`src/rtl/mem_pkg.sv`:
```
// Shared types and the default peripheral address map for the data-side MMIO interconnect.
package mem_pkg;

    typedef enum logic [1:0] {SLV_RAM, SLV_ROM, SLV_GPIO, SLV_UART} slv_idx_t;

    typedef enum logic [1:0] {IDLE, WAIT, RESP} mmio_state_t;

    // Element [i] belongs to channel slv_idx_t'(i); the concatenation lists the highest index first.
    localparam logic [3:0][31:0] SLV_BASE_DEF = {
        32'h1001_0300,  // UART
        32'h1001_0200,  // GPIO
        32'h0040_0000,  // ROM
        32'h1001_0000   // RAM
    };

    localparam logic [3:0][31:0] SLV_MASK_DEF = {
        32'hFFFF_FF00,
        32'hFFFF_FF00,
        32'hFFC0_0000,
        32'hFFFF_FE00
    };

endpackage

```
`src/rtl/mmio_addr_decoder.sv`:
```
// Combinational base/mask address decode: any-hit flag, lowest-index winner and in-window offset.
module mmio_addr_decoder #(
    parameter int NUM_SLV = 4,
    parameter int ADDR_W  = 32,
    parameter int SEL_W   = 2,
    parameter logic [NUM_SLV-1:0][ADDR_W-1:0] SLV_BASE = '0,
    parameter logic [NUM_SLV-1:0][ADDR_W-1:0] SLV_MASK = '0
) (
    input  logic [ADDR_W-1:0] addr_i,
    output logic              hit_o,
    output logic [SEL_W-1:0]  sel_o,
    output logic [ADDR_W-1:0] offset_o
);

    logic [NUM_SLV-1:0] hit_vec;

    always_comb begin
        hit_vec = '0;
        sel_o   = '0;
        for (int i = 0; i < NUM_SLV; i++)
            hit_vec[i] = ((addr_i ^ SLV_BASE[i]) & SLV_MASK[i]) == '0;
        // Scan from the top so the lowest matching channel overrides any higher one.
        for (int i = NUM_SLV - 1; i >= 0; i--)
            if (hit_vec[i]) sel_o = SEL_W'(i);
        hit_o    = |hit_vec;
        offset_o = addr_i & ~SLV_MASK[sel_o];
    end

endmodule

```
`src/rtl/mmio_interconnect.sv`:
```
// Single-outstanding MMIO interconnect: decodes the core data port onto NUM_SLV slave channels,
// waits for the selected slave (with optional timeout) and returns one registered response.
module mmio_interconnect
    import mem_pkg::*;
#(
    parameter int NUM_SLV     = 4,
    parameter int ADDR_W      = 32,
    parameter int DATA_W      = 32,
    parameter int TIMEOUT_CYC = 16,
    parameter logic [NUM_SLV-1:0][ADDR_W-1:0] SLV_BASE = mem_pkg::SLV_BASE_DEF,
    parameter logic [NUM_SLV-1:0][ADDR_W-1:0] SLV_MASK = mem_pkg::SLV_MASK_DEF
) (
    input  logic                      clk,
    input  logic                      rst_n,
    input  logic                      m_req_i,
    input  logic                      m_we_i,
    input  logic [ADDR_W-1:0]         m_addr_i,
    input  logic [DATA_W-1:0]         m_wdata_i,
    input  logic [DATA_W/8-1:0]       m_be_i,
    output logic [DATA_W-1:0]         m_rdata_o,
    output logic                      m_ready_o,
    output logic                      m_err_o,
    output logic [NUM_SLV-1:0]        s_req_o,
    output logic                      s_we_o,
    output logic [ADDR_W-1:0]         s_addr_o,
    output logic [DATA_W-1:0]         s_wdata_o,
    output logic [DATA_W/8-1:0]       s_be_o,
    input  logic [NUM_SLV*DATA_W-1:0] s_rdata_i,
    input  logic [NUM_SLV-1:0]        s_ready_i
);

    localparam int BE_W  = DATA_W / 8;
    localparam int SEL_W = (NUM_SLV > 1) ? $clog2(NUM_SLV) : 1;
    localparam int CNT_W = (TIMEOUT_CYC > 0) ? $clog2(TIMEOUT_CYC + 1) : 1;

    mmio_state_t        state_q;
    logic [SEL_W-1:0]   sel_q;
    logic [CNT_W-1:0]   cnt_q;
    logic [NUM_SLV-1:0] s_req_q;
    logic               s_we_q;
    logic [ADDR_W-1:0]  s_addr_q;
    logic [DATA_W-1:0]  s_wdata_q;
    logic [BE_W-1:0]    s_be_q;
    logic [DATA_W-1:0]  m_rdata_q;
    logic               m_ready_q;
    logic               m_err_q;

    logic               dec_hit;
    logic [SEL_W-1:0]   dec_sel;
    logic [ADDR_W-1:0]  dec_off;

    mmio_addr_decoder #(
        .NUM_SLV (NUM_SLV),
        .ADDR_W  (ADDR_W),
        .SEL_W   (SEL_W),
        .SLV_BASE(SLV_BASE),
        .SLV_MASK(SLV_MASK)
    ) u_dec (
        .addr_i  (m_addr_i),
        .hit_o   (dec_hit),
        .sel_o   (dec_sel),
        .offset_o(dec_off)
    );

    logic              sel_ready;
    logic [DATA_W-1:0] sel_rdata;
    logic              timeout_hit;

    assign sel_ready   = s_ready_i[sel_q];
    assign sel_rdata   = s_rdata_i[32'(sel_q) * DATA_W +: DATA_W];
    assign timeout_hit = (TIMEOUT_CYC > 0) && (cnt_q == CNT_W'(TIMEOUT_CYC - 1));

    always_ff @(posedge clk or negedge rst_n) begin
        if (!rst_n) begin
            state_q   <= IDLE;
            sel_q     <= '0;
            cnt_q     <= '0;
            s_req_q   <= '0;
            s_we_q    <= 1'b0;
            s_addr_q  <= '0;
            s_wdata_q <= '0;
            s_be_q    <= '0;
            m_rdata_q <= '0;
            m_ready_q <= 1'b0;
            m_err_q   <= 1'b0;
        end else begin
            case (state_q)
                IDLE: begin
                    if (m_req_i) begin
                        if (dec_hit) begin
                            sel_q     <= dec_sel;
                            s_req_q   <= NUM_SLV'(1) << dec_sel;
                            s_we_q    <= m_we_i;
                            s_addr_q  <= dec_off;
                            s_wdata_q <= m_wdata_i;
                            s_be_q    <= m_be_i;
                            cnt_q     <= '0;
                            state_q   <= WAIT;
                        end else begin
                            m_err_q   <= 1'b1;
                            m_rdata_q <= '0;
                            m_ready_q <= 1'b1;
                            state_q   <= RESP;
                        end
                    end
                end
                WAIT: begin
                    // Ready is checked first so a response on the expiry cycle is not an error.
                    if (sel_ready) begin
                        s_req_q   <= '0;
                        m_rdata_q <= s_we_q ? '0 : sel_rdata;
                        m_err_q   <= 1'b0;
                        m_ready_q <= 1'b1;
                        state_q   <= RESP;
                    end else if (timeout_hit) begin
                        s_req_q   <= '0;
                        m_rdata_q <= '0;
                        m_err_q   <= 1'b1;
                        m_ready_q <= 1'b1;
                        state_q   <= RESP;
                    end else if (cnt_q != '1) begin
                        cnt_q <= cnt_q + 1'b1;
                    end
                end
                RESP: begin
                    m_ready_q <= 1'b0;
                    cnt_q     <= '0;
                    state_q   <= IDLE;
                end
                default: state_q <= IDLE;
            endcase
        end
    end

    assign m_rdata_o = m_rdata_q;
    assign m_ready_o = m_ready_q;
    assign m_err_o   = m_err_q;
    assign s_req_o   = s_req_q;
    assign s_we_o    = s_we_q;
    assign s_addr_o  = s_addr_q;
    assign s_wdata_o = s_wdata_q;
    assign s_be_o    = s_be_q;

endmodule

```
`config.mk`:
```
export PLATFORM = sky130hd
export DESIGN_NAME = mmio_interconnect
export DESIGN_NICKNAME = d
export VERILOG_FILES = /design/src/rtl/mem_pkg.sv /design/src/rtl/mmio_addr_decoder.sv /design/src/rtl/mmio_interconnect.sv
export SDC_FILE = /design/constraint.sdc
export NUM_CORES = 1
export LEC_CHECK = 0
export ABC_AREA = 1
export BUFFER_PORTS_ARGS = -buffer_cell sky130_fd_sc_hd__buf_4
export CAP_MARGIN = 10
export CORE_AREA = 2 2 120 122
export DETAILED_ROUTE_END_ITERATION = 8
export DIE_AREA = 0 0 122 124
export PLACE_DENSITY = 0.87
export SYNTH_ARGS = -nofsm -noshare
export SYNTH_HDL_FRONTEND = slang
export SYNTH_HIERARCHICAL = 1
export SYNTH_SLANG_ARGS = --single-unit
```
`constraint.sdc`:
```
create_clock -name clk -period 1.8 [get_ports clk]
set_input_delay 0.09 -clock clk [delete_from_list [all_inputs] [get_ports clk]]
set_output_delay 0.09 -clock clk [all_outputs]
set_load 0.005 [all_outputs]
```
==> key figures, run 1 <==
GRT
  • Antenna violations before repair: 0
  • Number of global-route vias before repair: 6499
  • Largest net degree at the start of global routing: 65
  • Leftover overflow at the end of global routing: 0
  • Total track usage: 27.3%
  • First-pass GRT wire length: 31.8 mm

Critical path
  • Data arrival at the endpoint of the critical path: 1.98 ns
  • CP startpoint: m_addr_i[19]
  • Crit start category: input port
  • Slack of the worst reg-to-reg path: 0.13 ns
  • Ordered list of cells on the worst path: buf_4 -> nor2_1 -> buf_4 -> nand2_1 -> nor2_1 -> nand2_1 -> nand2_1 -> nand2_1 -> nand2_1 -> nor3b_2 -> nand2_4 -> buf_12 -> mux2_4
  • RR Endpoint: m_rdata_o[24]
  • Worst reg2reg startpoint: cnt_q[0]
  • Logic depth of the worst register-to-register path: 10
  • Critical Path Fanout Max: 58
  • Max stage delay on crit path: 0.35 ns
  • Start-to-end type of the worst setup path: input port to register
  • Required time of the worst setup path: 2.09 ns
  • Master of the slowest instance on the critical path: sky130_fd_sc_hd__mux2_4
  • Endpoint of the most critical setup path: s_be_o[2]
  • Most used cell along the critical path: sky130_fd_sc_hd__nand2_1
  • Kind of end point of the critical path: register

Synth
  • Most used DFF post-synth: sky130_fd_sc_hd__dfrtp_1
  • Gate Count Post-Synth: 720
  • Number of enable flip-flop cells after synthesis: 0
  • Post-synth cell types: 27
  • Flip-flop and latch count after synthesis: 116
  • Synthesis warning total: 6
  • Proportion of register bits with asynchronous set or reset after synthesis: 100%
  • Average cell area after synthesis: 8.83 sq um
  • Sequential-to-total area share from yosys stat: 45.7%
  • Post-synthesis cell area: 0.00636 sq mm

Power
  • Total power per unit cell area: 746 mW/mm^2
  • Maximum vdd ir drop: 0.476 mV
  • Static Leak: 5.58 nW

Final layout
  • Antenna diode instance count: 0
  • Area growth from synthesis to final layout: 56.4%
  • Post-route design area: 0.00994 sq mm
  • Final Instance Count excl. Fillers: 1265
  • Layout cell share with drive strength beyond 1: 42.1%
  • Number of nets in the finished design: 1281

Drt
  • Drt via density: 4.98
  • Number of antenna-violating nets in the routed design: 0
  • 1st-iter DRT viols: 333
  • WL per Instance: 16.5 um
  • Number of iterations in the first detailed-routing pass: 5
  • Post-route DRC: 0
  • Count of vias placed by the detailed router: 6298
  • Routed wire length: 20.8 mm

STA
  • Final Critical Period: 1.68 ns
  • Final-report max-slew violation count: 0
  • Unrepaired setup endpoints after global routing: false
  • Count of final setup violators: 0
  • Final period util: 93.6%
  • Post-Route Skew: 0.00921 ns
  • Setup tns final: 0 ns
  • Peak Freq: 0.594 GHz
  • PnR worst setup slack: 0.116 ns
  • Number of hold-slack violations in the final timing report: 0

Floorplan
  • Die Y: 124 um
  • Starting density of the core: 46.3%
  • Top-level port count: 311
  • Site Rows: 43
  • Die extent in x: 122 um
  • Area of the core: 0.0137 sq mm
  • Die Outline Area: 0.0151 sq mm

Placed design
  • DP Wirelength: 14.2 mm
  • # placed instances: 1188
  • Global placement routability congestion: 0.851
  • Instance area after placement: 0.00883 sq mm
  • Worst Setup Slack post-DPL: -0.268 ns
  • Port Buffer Count: 310

Status
  • Result of the run: complete, no violations

Clock network
  • Number of levels the H-tree was split into: 4
  • Clock insertion delay at the later pin of the skew report: 0.41 ns
  • Number of clock sinks seen by CTS: 116
  • Root Driver: sky130_fd_sc_hd__clkbuf_16
  • TritonCTS clock tree: done
  • Clock buffer count from CTS: 17
  • Clock-pin transition on the worst setup and hold timing paths: 0.05 ns
  • Worst-case clock buffer depth: 2

Flow run
  • Reported max-cap violation count: 0

Worst hold path
  • Class of the worst hold path: input port to register
worst max-delay path, delay by kind of cell:
family	cells	cell delay (ns)
simple gates	9	1.01
buf+inv	3	0.50
mux	1	0.35
layout make-up:
type | instances | area, sq um
fillers | 963 | 3780
repair buffers | 381 | 3060
multi-input cells | 525 | 3000
flip-flops and latches | 116 | 2910
clock buffers | 22 | 474
well taps | 180 | 225
clock inverters | 8 | 150
inverters | 33 | 124
per-layer routing:
layer / vias to the layer above / global-route usage, % / share of wire [%] / routed length, um
met4: 0 / 16.5 / 4.6 / 954
met1: 2935 / 29.9 / 38 / 7840
met5: - / 0 / 0 / 0
met2: 286 / 47.1 / 50 / 10500
li1: 2999 / - / - / -
met3: 78 / 7.83 / 7.3 / 1530
through the flow:
stage               power (mW)  hold slack (ns)  util [%]
finish                    7.41           0.0313      72.5
floorplan                 3.17           -0.206         -
global placement          3.76           0.0751      64.4
CTS                       7.46          0.00912      72.3
global route              7.70           0.0390      72.5
detailed placement        3.78           0.0785      64.4
cell usage after synthesis, drive strengths merged (2+ instances only):
library cell | n | share of area, %
a21oi | 33 | 2.6
buf | 42 | 5.4
clkbuf | 13 | 0.77
dfrtp | 116 | 46
ha | 3 | 0.59
inv | 33 | 1.9
mux2 | 69 | 15
nand2 | 189 | 11
nand3 | 25 | 2.4
nand4 | 2 | 0.20
nor2 | 117 | 7.5
nor3 | 2 | 0.16
o21ai | 72 | 5.7
flip-flops by register name, indices dropped and copies added, names as in the netlist:
name and flops:
m_rdata_o 32, s_addr_o 32, s_wdata_o 32, cnt_q 5, s_be_o 4, s_req_o 4, sel_q 2, state_q 2
m_err_o 1, m_ready_o 1, s_we_o 1
cells in the final DEF, fill, tap and decap left out:
cell type,count
sky130_fd_sc_hd__mux2_2,14
sky130_fd_sc_hd__buf_4,328
sky130_fd_sc_hd__dfrtp_1,114
sky130_fd_sc_hd__nand4_1,2
sky130_fd_sc_hd__nor2_2,12
sky130_fd_sc_hd__nand2_1,187
sky130_fd_sc_hd__xor2_1,1
sky130_fd_sc_hd__nor3b_2,1
sky130_fd_sc_hd__dfrtp_2,2
sky130_fd_sc_hd__bufinv_16,4
sky130_fd_sc_hd__ha_2,1
sky130_fd_sc_hd__nand3_4,2
sky130_fd_sc_hd__a21oi_1,33
sky130_fd_sc_hd__nor2_4,2
sky130_fd_sc_hd__mux2_4,55
sky130_fd_sc_hd__nand2_2,1
sky130_fd_sc_hd__clkbuf_1,2
sky130_fd_sc_hd__nand2_4,1
sky130_fd_sc_hd__inv_1,32
sky130_fd_sc_hd__clkbuf_8,3
sky130_fd_sc_hd__o21ai_0,62
sky130_fd_sc_hd__ha_1,2
sky130_fd_sc_hd__dlygate4sd3_1,46
sky130_fd_sc_hd__or2_1,1
sky130_fd_sc_hd__nand3_2,2
sky130_fd_sc_hd__nand3_1,21
sky130_fd_sc_hd__nor2_1,103
sky130_fd_sc_hd__o21ai_1,10
sky130_fd_sc_hd__inv_2,1
sky130_fd_sc_hd__clkinv_2,1
sky130_fd_sc_hd__conb_1,10
sky130_fd_sc_hd__clkinvlp_4,1
sky130_fd_sc_hd__clkinv_4,2
sky130_fd_sc_hd__nor3_1,2
sky130_fd_sc_hd__buf_12,7
sky130_fd_sc_hd__clkbuf_16,17
power breakdown:
part           total, mW  switching (mW)  internal (mW)
clock               3.59            1.18           2.41
combinational       1.11           0.503          0.603
sequential          2.72          0.0544           2.66
total               7.41            1.74           5.68
timing repair:
item	CTS	global route
endpoints found under the hold margin	76	0
gates resized for setup	0	5
hold buffers	46	0
endpoints found under the setup margin	0	54
setup buffers	0	1
worst min path at each step:
stage / startpoint / to / slack [ns] / depth (start not counted)
2_1_floorplan: rst_n / cnt_q[0] / -0.21 / 0
3_3_place_gp: rst_n / m_rdata_o[17] / 0.08 / 1
3_5_place_dp: rst_n / m_rdata_o[17] / 0.08 / 1
4_1_cts: s_rdata_i[117] / m_rdata_o[21] / 0.009 / 5
5_1_grt: s_rdata_i[101] / m_rdata_o[5] / 0.04 / 5
6_report: s_rdata_i[117] / m_rdata_o[21] / 0.03 / 5
logic make-up (layout without fill, tap and decap cells):
family | count (synthesis) | in the layout | share of synthesized area, %
flip-flops | 116 | 116 | 45.7
XOR/XNOR | 1 | 1 | 0.138
other | 1 | 10 | 0.0590
adder cells (fa/ha/maj) | 3 | 3 | 0.590
AO/OA/AOI/OAI | 105 | 105 | 8.27
buffers and inverters | 88 | 444 | 8.07
multiplexers | 69 | 69 | 15.5
AND/OR/NAND/NOR | 337 | 337 | 21.7
Note: power is estimated with default switching activity, not from simulation.
==> run 2, diff against run 1 <==
- PLACE_DENSITY: 0.87 -> 0.88
==> key figures, run 2 (synthesis results as in run 1) <==
STA
  • Peak Freq: 0.588 GHz (-0.91%)
  • Final Critical Period: 1.70 ns (+0.0154 ns)
  • Relative slew margins: 65.4%
  • Final period util: 94.4% (+0.86 points)
  • Number of hold-slack violations in the final timing report: 0 (unchanged)
  • Count of final setup violators: 0 (unchanged)
  • Post-Route Skew: 0.00517 ns (-0.00403 ns)
  • Worst Tran Pin Value: 0.520 ns
  • Final-report max-slew violation count: 0 (unchanged)

Final layout
  • Core occupancy in the finished layout: 72.5% (about the same)
  • Number of nets in the finished design: 1284 (+0.23%)
  • Leading cell type in the layout, fill and taps excluded: sky130_fd_sc_hd__buf_4
  • Fillers: 1028 (+6.7%)
  • Layout cell share with drive strength beyond 1: 42.0% (-0.10 points)
  • Final Instance Count excl. Fillers: 1271 (+0.47%)
  • Area growth from synthesis to final layout: 56.4% (about the same)
  • Storage cell area: 0.00291 sq mm (unchanged)
  • Multi-input logic area: 0.00299 sq mm (-0.25%)
  • Most frequent cells in the layout: 331 x sky130_fd_sc_hd__buf_4, 188 x sky130_fd_sc_hd__nand2_1, 114 x sky130_fd_sc_hd__dfrtp_1

Floorplan
  • Site Rows: 43 (unchanged)
  • Die Y: 124 um (unchanged)
  • Die extent in x: 122 um (unchanged)
  • Top-level port count: 311 (unchanged)
  • Starting density of the core: 46.3% (unchanged)
  • Die Outline Area: 0.0151 sq mm (unchanged)
  • Area of the core: 0.0137 sq mm (unchanged)

GRT
  • Number of global-route vias before repair: 6238 (-4.0%)
  • Antenna violations before repair: 0 (unchanged)
  • Leftover overflow at the end of global routing: 0 (unchanged)
  • Total track usage: 26.7% (-0.67 points)
  • Routing usage on met2: 45.8% (-1.3 points)
  • Busiest grt layer: met2
  • Largest net degree at the start of global routing: 65 (unchanged)
  • First-pass GRT wire length: 31.1 mm (-2.1%)
  • Global Route met1 Usage: 29.4% (-0.51 points)
  • Met3 GRT Util: 7.83% (unchanged)

Power
  • Sequential cell fraction of total power: 37.2% (+0.5 points)
  • Total power per unit cell area: 735 mW/mm^2 (-1.4%)
  • Maximum vdd ir drop: 0.606 mV (+27%)
  • Overall power consumption: 7.31 mW (-1.4%)
  • Sw frac: 23.3% (-0.11 points)
  • Internal power of the cells: 5.61 mW (-1.3%)
  • Clock network fraction of total power: 47.7% (-0.7 points)
  • Static Leak: 5.59 nW (+0.16%)
  • Net switching power of the design: 1.70 mW (-1.9%)
  • Share of power burned in combinational logic: 15.1% (+0.2 points)

Clock network
  • TritonCTS clock tree: done
  • Clock insertion delay at the later pin of the skew report: 0.41 ns (about the same)
  • Clock buffer count from CTS: 17 (unchanged)
  • Clock-pin transition on the worst setup and hold timing paths: 0.05 ns (about the same)
  • Number of clock sinks seen by CTS: 116 (unchanged)
  • Root Driver: sky130_fd_sc_hd__clkbuf_16
  • Number of levels the H-tree was split into: 4 (unchanged)
  • Worst-case clock buffer depth: 2 (unchanged)

Worst hold path
  • Number of cells traversed by the worst hold path: 5 (unchanged)
  • Class of the worst hold path: input port to register

Placed design
  • # placed instances: 1191 (+0.25%)
  • Port Buffer Count: 310 (unchanged)
  • DP Wirelength: 13.9 mm (-1.6%)
  • Global placement routability congestion: 0.821 (-3.5%)

Flow run
  • Reported max-cap violation count: 0 (unchanged)

Drt
  • Number of antenna-violating nets in the routed design: 0 (unchanged)
  • Drt via density: 4.95 (-0.57%)
  • WL per Instance: 16.0 um (-2.8%)
  • Post-route DRC: 0 (unchanged)
  • 1st-iter DRT viols: 349 (+4.8%)
  • Number of iterations in the first detailed-routing pass: 8 (+3)
  • Routed wire length: 20.3 mm (-2.4%)
  • Count of vias placed by the detailed router: 6292 (-0.095%)

Critical path
  • Start-to-end type of the worst setup path: register to register
  • Logic depth of the worst register-to-register path: 10 (unchanged)
  • Critical Path Fanout Max: 29 (-50%)
  • Required time of the worst setup path: 2.08 ns (about the same)
  • Data arrival at the endpoint of the critical path: 1.98 ns (about the same)
  • Kind of end point of the critical path: register
  • Crit start category: register

Status
  • Result of the run: complete, no violations
==> run 2: metrics by stage <==
step | TNS [ns] | setup WS [ns] | area, sq um | hold slack [ns]
3_5_place_dp | -8.21 | -0.147 | 8850 | 0.0930
3_3_place_gp | -5.77 | -0.0966 | 8850 | 0.0953
6_report | 0 | 0.100 | 9940 | 0.0296
2_1_floorplan | 0 | 0.125 | 6390 | -0.206
5_1_grt | -0.127 | -0.0253 | 9940 | 0.0386
4_1_cts | 0 | 0.0257 | 9920 | 0.0130
==> run 2: worst paths after layout <==
check                               startpoint            end  slack [ns]
worst max-delay path                  cnt_q[0]  m_rdata_o[15]        0.10
worst max register to register        cnt_q[0]  m_rdata_o[15]        0.10
worst min-delay path            s_rdata_i[114]  m_rdata_o[18]        0.03
worst min register to register    m_rdata_o[3]   m_rdata_o[3]        0.47
max in group asynchronous                rst_n  s_wdata_o[12]        0.95
min in group asynchronous                rst_n  m_rdata_o[17]        0.24
==> run 2: metal layers <==
| layer | vias up | routed length [um] |
|---|---|---|
| li1 | 3012 | - |
| met1 | 2917 | 7510 |
| met2 | 285 | 10300 |
| met3 | 78 | 1490 |
| met4 | 0 | 1060 |
| met5 | - | 0 |
==> run 2: timing repair <==
item / 4_1_cts / 5_1_grt
resized for setup: 0 / 4
buffers inserted: 0 / 1
hold buffers: 46 / 0
setup endpoints to repair: 0 / 42
endpoints found under the hold margin: 77 / 0
==> run 2: cell type report <==
cell class	instances	area share [%]
inverter	33	1.25
antenna	1	0.0252
clock inverter	10	1.56
sequential	116	29.2
timing repair buffer	384	31.0
tap	180	2.26
clock buffer	22	4.57
multi-input combinational	525	30.1
==> run 2: worst max-delay path, stage by stage (launching register included) <==
cell and delay (ns):
sky130_fd_sc_hd__dfrtp_1 0.37, sky130_fd_sc_hd__ha_1 0.19, sky130_fd_sc_hd__nand2_1 0.10, sky130_fd_sc_hd__nor2_2 0.14, sky130_fd_sc_hd__ha_1 0.21, sky130_fd_sc_hd__inv_2 0.06
sky130_fd_sc_hd__nand3_4 0.11, sky130_fd_sc_hd__nand3_4 0.09, sky130_fd_sc_hd__buf_12 0.17, sky130_fd_sc_hd__nand2_1 0.07, sky130_fd_sc_hd__nand2_1 0.06
==> run 2: power groups by stage <==
stage          logic [mW]  registers, mW  clock network, mW
3_3_place_gp        0.998           2.76                  0
3_5_place_dp         1.02           2.76                  0
2_1_floorplan       0.417           2.75                  0
5_1_grt              1.20           2.72               3.67
4_1_cts              1.10           2.72               3.54
6_report             1.10           2.72               3.49
==> run 3, diff against run 2 <==
- clock period: 1.8 -> 1.9 ns (I/O delays scaled with it)
==> key figures, run 3 (synthesis results as in run 1) <==
Drt
  • Count of vias placed by the detailed router: 6168 (-2.0%)
  • Detail Route met3 WL: 1.44 mm (-3.8%)
  • Number of iterations in the first detailed-routing pass: 4 (-4)
  • 1st-iter DRT viols: 353 (+1.1%)
  • Number of antenna-violating nets in the routed design: 0 (unchanged)
  • Drt via density: 4.88 (-1.5%)
  • Highest routed layer: met4
  • WL per Instance: 16.1 um (+0.85%)
  • Routed wire length: 20.4 mm (+0.37%)
  • Post-route DRC: 0 (unchanged)
  • Met1 Routed Length: 7.63 mm (+1.6%)
  • Met2 routed WL: 10.6 mm (+3.7%)

Critical path
  • Ordered list of cells on the worst path: ha_1 -> nand2_1 -> nor2_2 -> ha_1 -> inv_1 -> nand3_2 -> nand3_4 -> buf_12 -> nand2_1 -> nand2_1
  • Data arrival at the endpoint of the critical path: 2.11 ns (+0.13 ns)
  • Required time of the worst setup path: 2.24 ns (+0.16 ns)
  • Critical Path Fanout Max: 29 (unchanged)
  • Master of the slowest instance on the critical path: sky130_fd_sc_hd__dfrtp_1
  • Kind of end point of the critical path: register
  • Most used cell along the critical path: sky130_fd_sc_hd__nand2_1
  • Dominant delay contributor by cell family on the critical path: simple AND/OR/NAND/NOR gates
  • Start-to-end type of the worst setup path: register to register
  • Crit start category: register
  • Number of buffers and inverters on the critical path: 2 (unchanged)
  • Max stage delay on crit path: 0.40 ns (+0.03 ns)

Power
  • Maximum vdd ir drop: 0.559 mV (-7.6%)
  • Total power per unit cell area: 689 mW/mm^2 (-6.2%)
  • Net switching power of the design: 1.62 mW (-4.9%)
  • Static Leak: 5.57 nW (-0.36%)
  • Internal power of the cells: 5.20 mW (-7.2%)
  • Sw frac: 23.7% (+0.45 points)
  • Sequential cell fraction of total power: 37.8% (+0.6 points)
  • Share of power burned in combinational logic: 15.3% (+0.2 points)
  • Clock network fraction of total power: 46.9% (-0.8 points)
  • Overall power consumption: 6.82 mW (-6.7%)

Final layout
  • Layout cell share with drive strength beyond 1: 41.8% (-0.18 points)
  • Storage cell area: 0.00291 sq mm (unchanged)
  • Multi-input logic area: 0.00299 sq mm (-0.25%)
  • Antenna diode instance count: 0 (-1)
  • Area growth from synthesis to final layout: 55.6%
  • Fillers: 1015 (-1.3%)
  • Most frequent cells in the layout: 325 x sky130_fd_sc_hd__buf_4, 188 x sky130_fd_sc_hd__nand2_1, 114 x sky130_fd_sc_hd__dfrtp_1
  • Number of nets in the finished design: 1279 (-0.39%)
  • Leading cell type in the layout, fill and taps excluded: sky130_fd_sc_hd__buf_4

GRT
  • Total track usage: 26.9% (+0.24 points)
  • First-pass GRT wire length: 31.3 mm (+0.49%)
  • Number of global-route vias before repair: 6259 (+0.34%)
  • Leftover overflow at the end of global routing: 0 (unchanged)
  • Largest net degree at the start of global routing: 65 (unchanged)
  • Antenna violations before repair: 0 (unchanged)

Clock network
  • Number of clock sinks seen by CTS: 116 (unchanged)
  • Clock insertion delay at the later pin of the skew report: 0.41 ns (about the same)
  • Worst-case clock buffer depth: 2 (unchanged)
  • Root Driver: sky130_fd_sc_hd__clkbuf_16
  • Number of buffers inserted by post-CTS setup repair: 0 (unchanged)
  • Clock buffer count from CTS: 17 (unchanged)
  • TritonCTS clock tree: done
  • Number of levels the H-tree was split into: 4 (unchanged)
  • Clock-pin transition on the worst setup and hold timing paths: 0.05 ns (about the same)

Placed design
  • Port Buffer Count: 310 (unchanged)
  • DP Wirelength: 14.1 mm (+1.6%)
  • Worst Setup Slack post-DPL: -0.0313 ns (+0.116 ns)
  • Global placement routability congestion: 0.831 (+1.2%)

Floorplan
  • Site Rows: 43 (unchanged)
  • Top-level port count: 311 (unchanged)
  • Area of the core: 0.0137 sq mm (unchanged)
  • Die Y: 124 um (unchanged)
  • Starting density of the core: 46.3% (unchanged)
  • Die extent in x: 122 um (unchanged)
  • Die Outline Area: 0.0151 sq mm (unchanged)

STA
  • Count of final setup violators: 0 (unchanged)
  • Peak Freq: 0.567 GHz (-3.7%)
  • Final period util: 92.9% (-1.6 points)
  • Post-Route Skew: 0.00560 ns (+0.000428 ns)
  • Worst Tran Pin Value: 0.588 ns (+0.0685 ns)
  • PnR worst setup slack: 0.136 ns (+0.0351 ns)
  • Final Critical Period: 1.76 ns (+0.0649 ns)
  • Relative slew margins: 60.8% (-4.6 points)
  • Number of hold-slack violations in the final timing report: 0 (unchanged)
  • Final-report max-slew violation count: 0 (unchanged)

Flow run
  • Reported max-cap violation count: 0 (unchanged)

Status
  • Result of the run: complete, no violations

Worst hold path
  • Class of the worst hold path: input port to register
## run 3: path summary, 6_finish.rpt
kind | start | end | slack, ns | cells past startpoint
min reg2reg | m_rdata_o[3] | m_rdata_o[3] | 0.47 | 2
max reg2reg | cnt_q[0] | m_rdata_o[19] | 0.14 | 10
min | s_rdata_i[101] | m_rdata_o[5] | 0.04 | 5
min in group asynchronous | rst_n | m_rdata_o[17] | 0.26 | 2
max in group asynchronous | rst_n | s_addr_o[26] | 0.99 | 3
max | cnt_q[0] | m_rdata_o[19] | 0.14 | 10
## run 3: power by group through the flow
| stage | combinational [mW] | sequential, mW | clock (mW) |
|---|---|---|---|
| 2_1_floorplan | 0.395 | 2.61 | 0 |
| 3_3_place_gp | 0.942 | 2.62 | 0 |
| 3_5_place_dp | 0.956 | 2.62 | 0 |
| 4_1_cts | 1.04 | 2.58 | 3.26 |
| 5_1_grt | 1.12 | 2.58 | 3.37 |
| 6_report | 1.04 | 2.58 | 3.20 |
## run 3: tightest hold or removal path: stages
cell and delay (ns):
sky130_fd_sc_hd__buf_4 0.07, sky130_fd_sc_hd__nor2_1 0.03, sky130_fd_sc_hd__nor2_1 0.09, sky130_fd_sc_hd__o21ai_1 0.06, sky130_fd_sc_hd__nand2_1 0.06
## run 3: layout make-up
class                   count  share of cell area, %
repair buffers            379                   30.9
multi-input cells         525                   30.2
flip-flops and latches    116                   29.4
clock buffers              21                   4.65
well taps                 180                   2.28
clock inverters            11                   1.34
inverters                  33                   1.25
## run 3: metal layers
metal,GRT usage [%],vias to the layer above
met2,47.8,262
met5,0,-
met4,12.2,0
li1,-,3000
met1,30.2,2853
met3,7.14,53
## run 3: repair_timing
item | in CTS | in global routing
gates resized for setup | 0 | 1
setup endpoints to repair | 0 | 20
hold buffers | 46 | 0
hold endpoints to repair | 81 | 0
## run 3: metrics by stage
step | hold slack, ns | std cells | setup TNS [ns] | area [sq um] | utilization [%]
CTS | 0.0226 | 1265 | 0 | 9890 | 72.1
global placement | 0.121 | 1187 | 0 | 8840 | 64.4
floorplan | -0.201 | 729 | 0 | 6390 | -
global route | 0.0431 | 1265 | -0.0135 | 9890 | 72.1
finish | 0.0383 | 1265 | 0 | 9890 | 72.1
detailed placement | 0.128 | 1187 | -0.724 | 8840 | 64.4
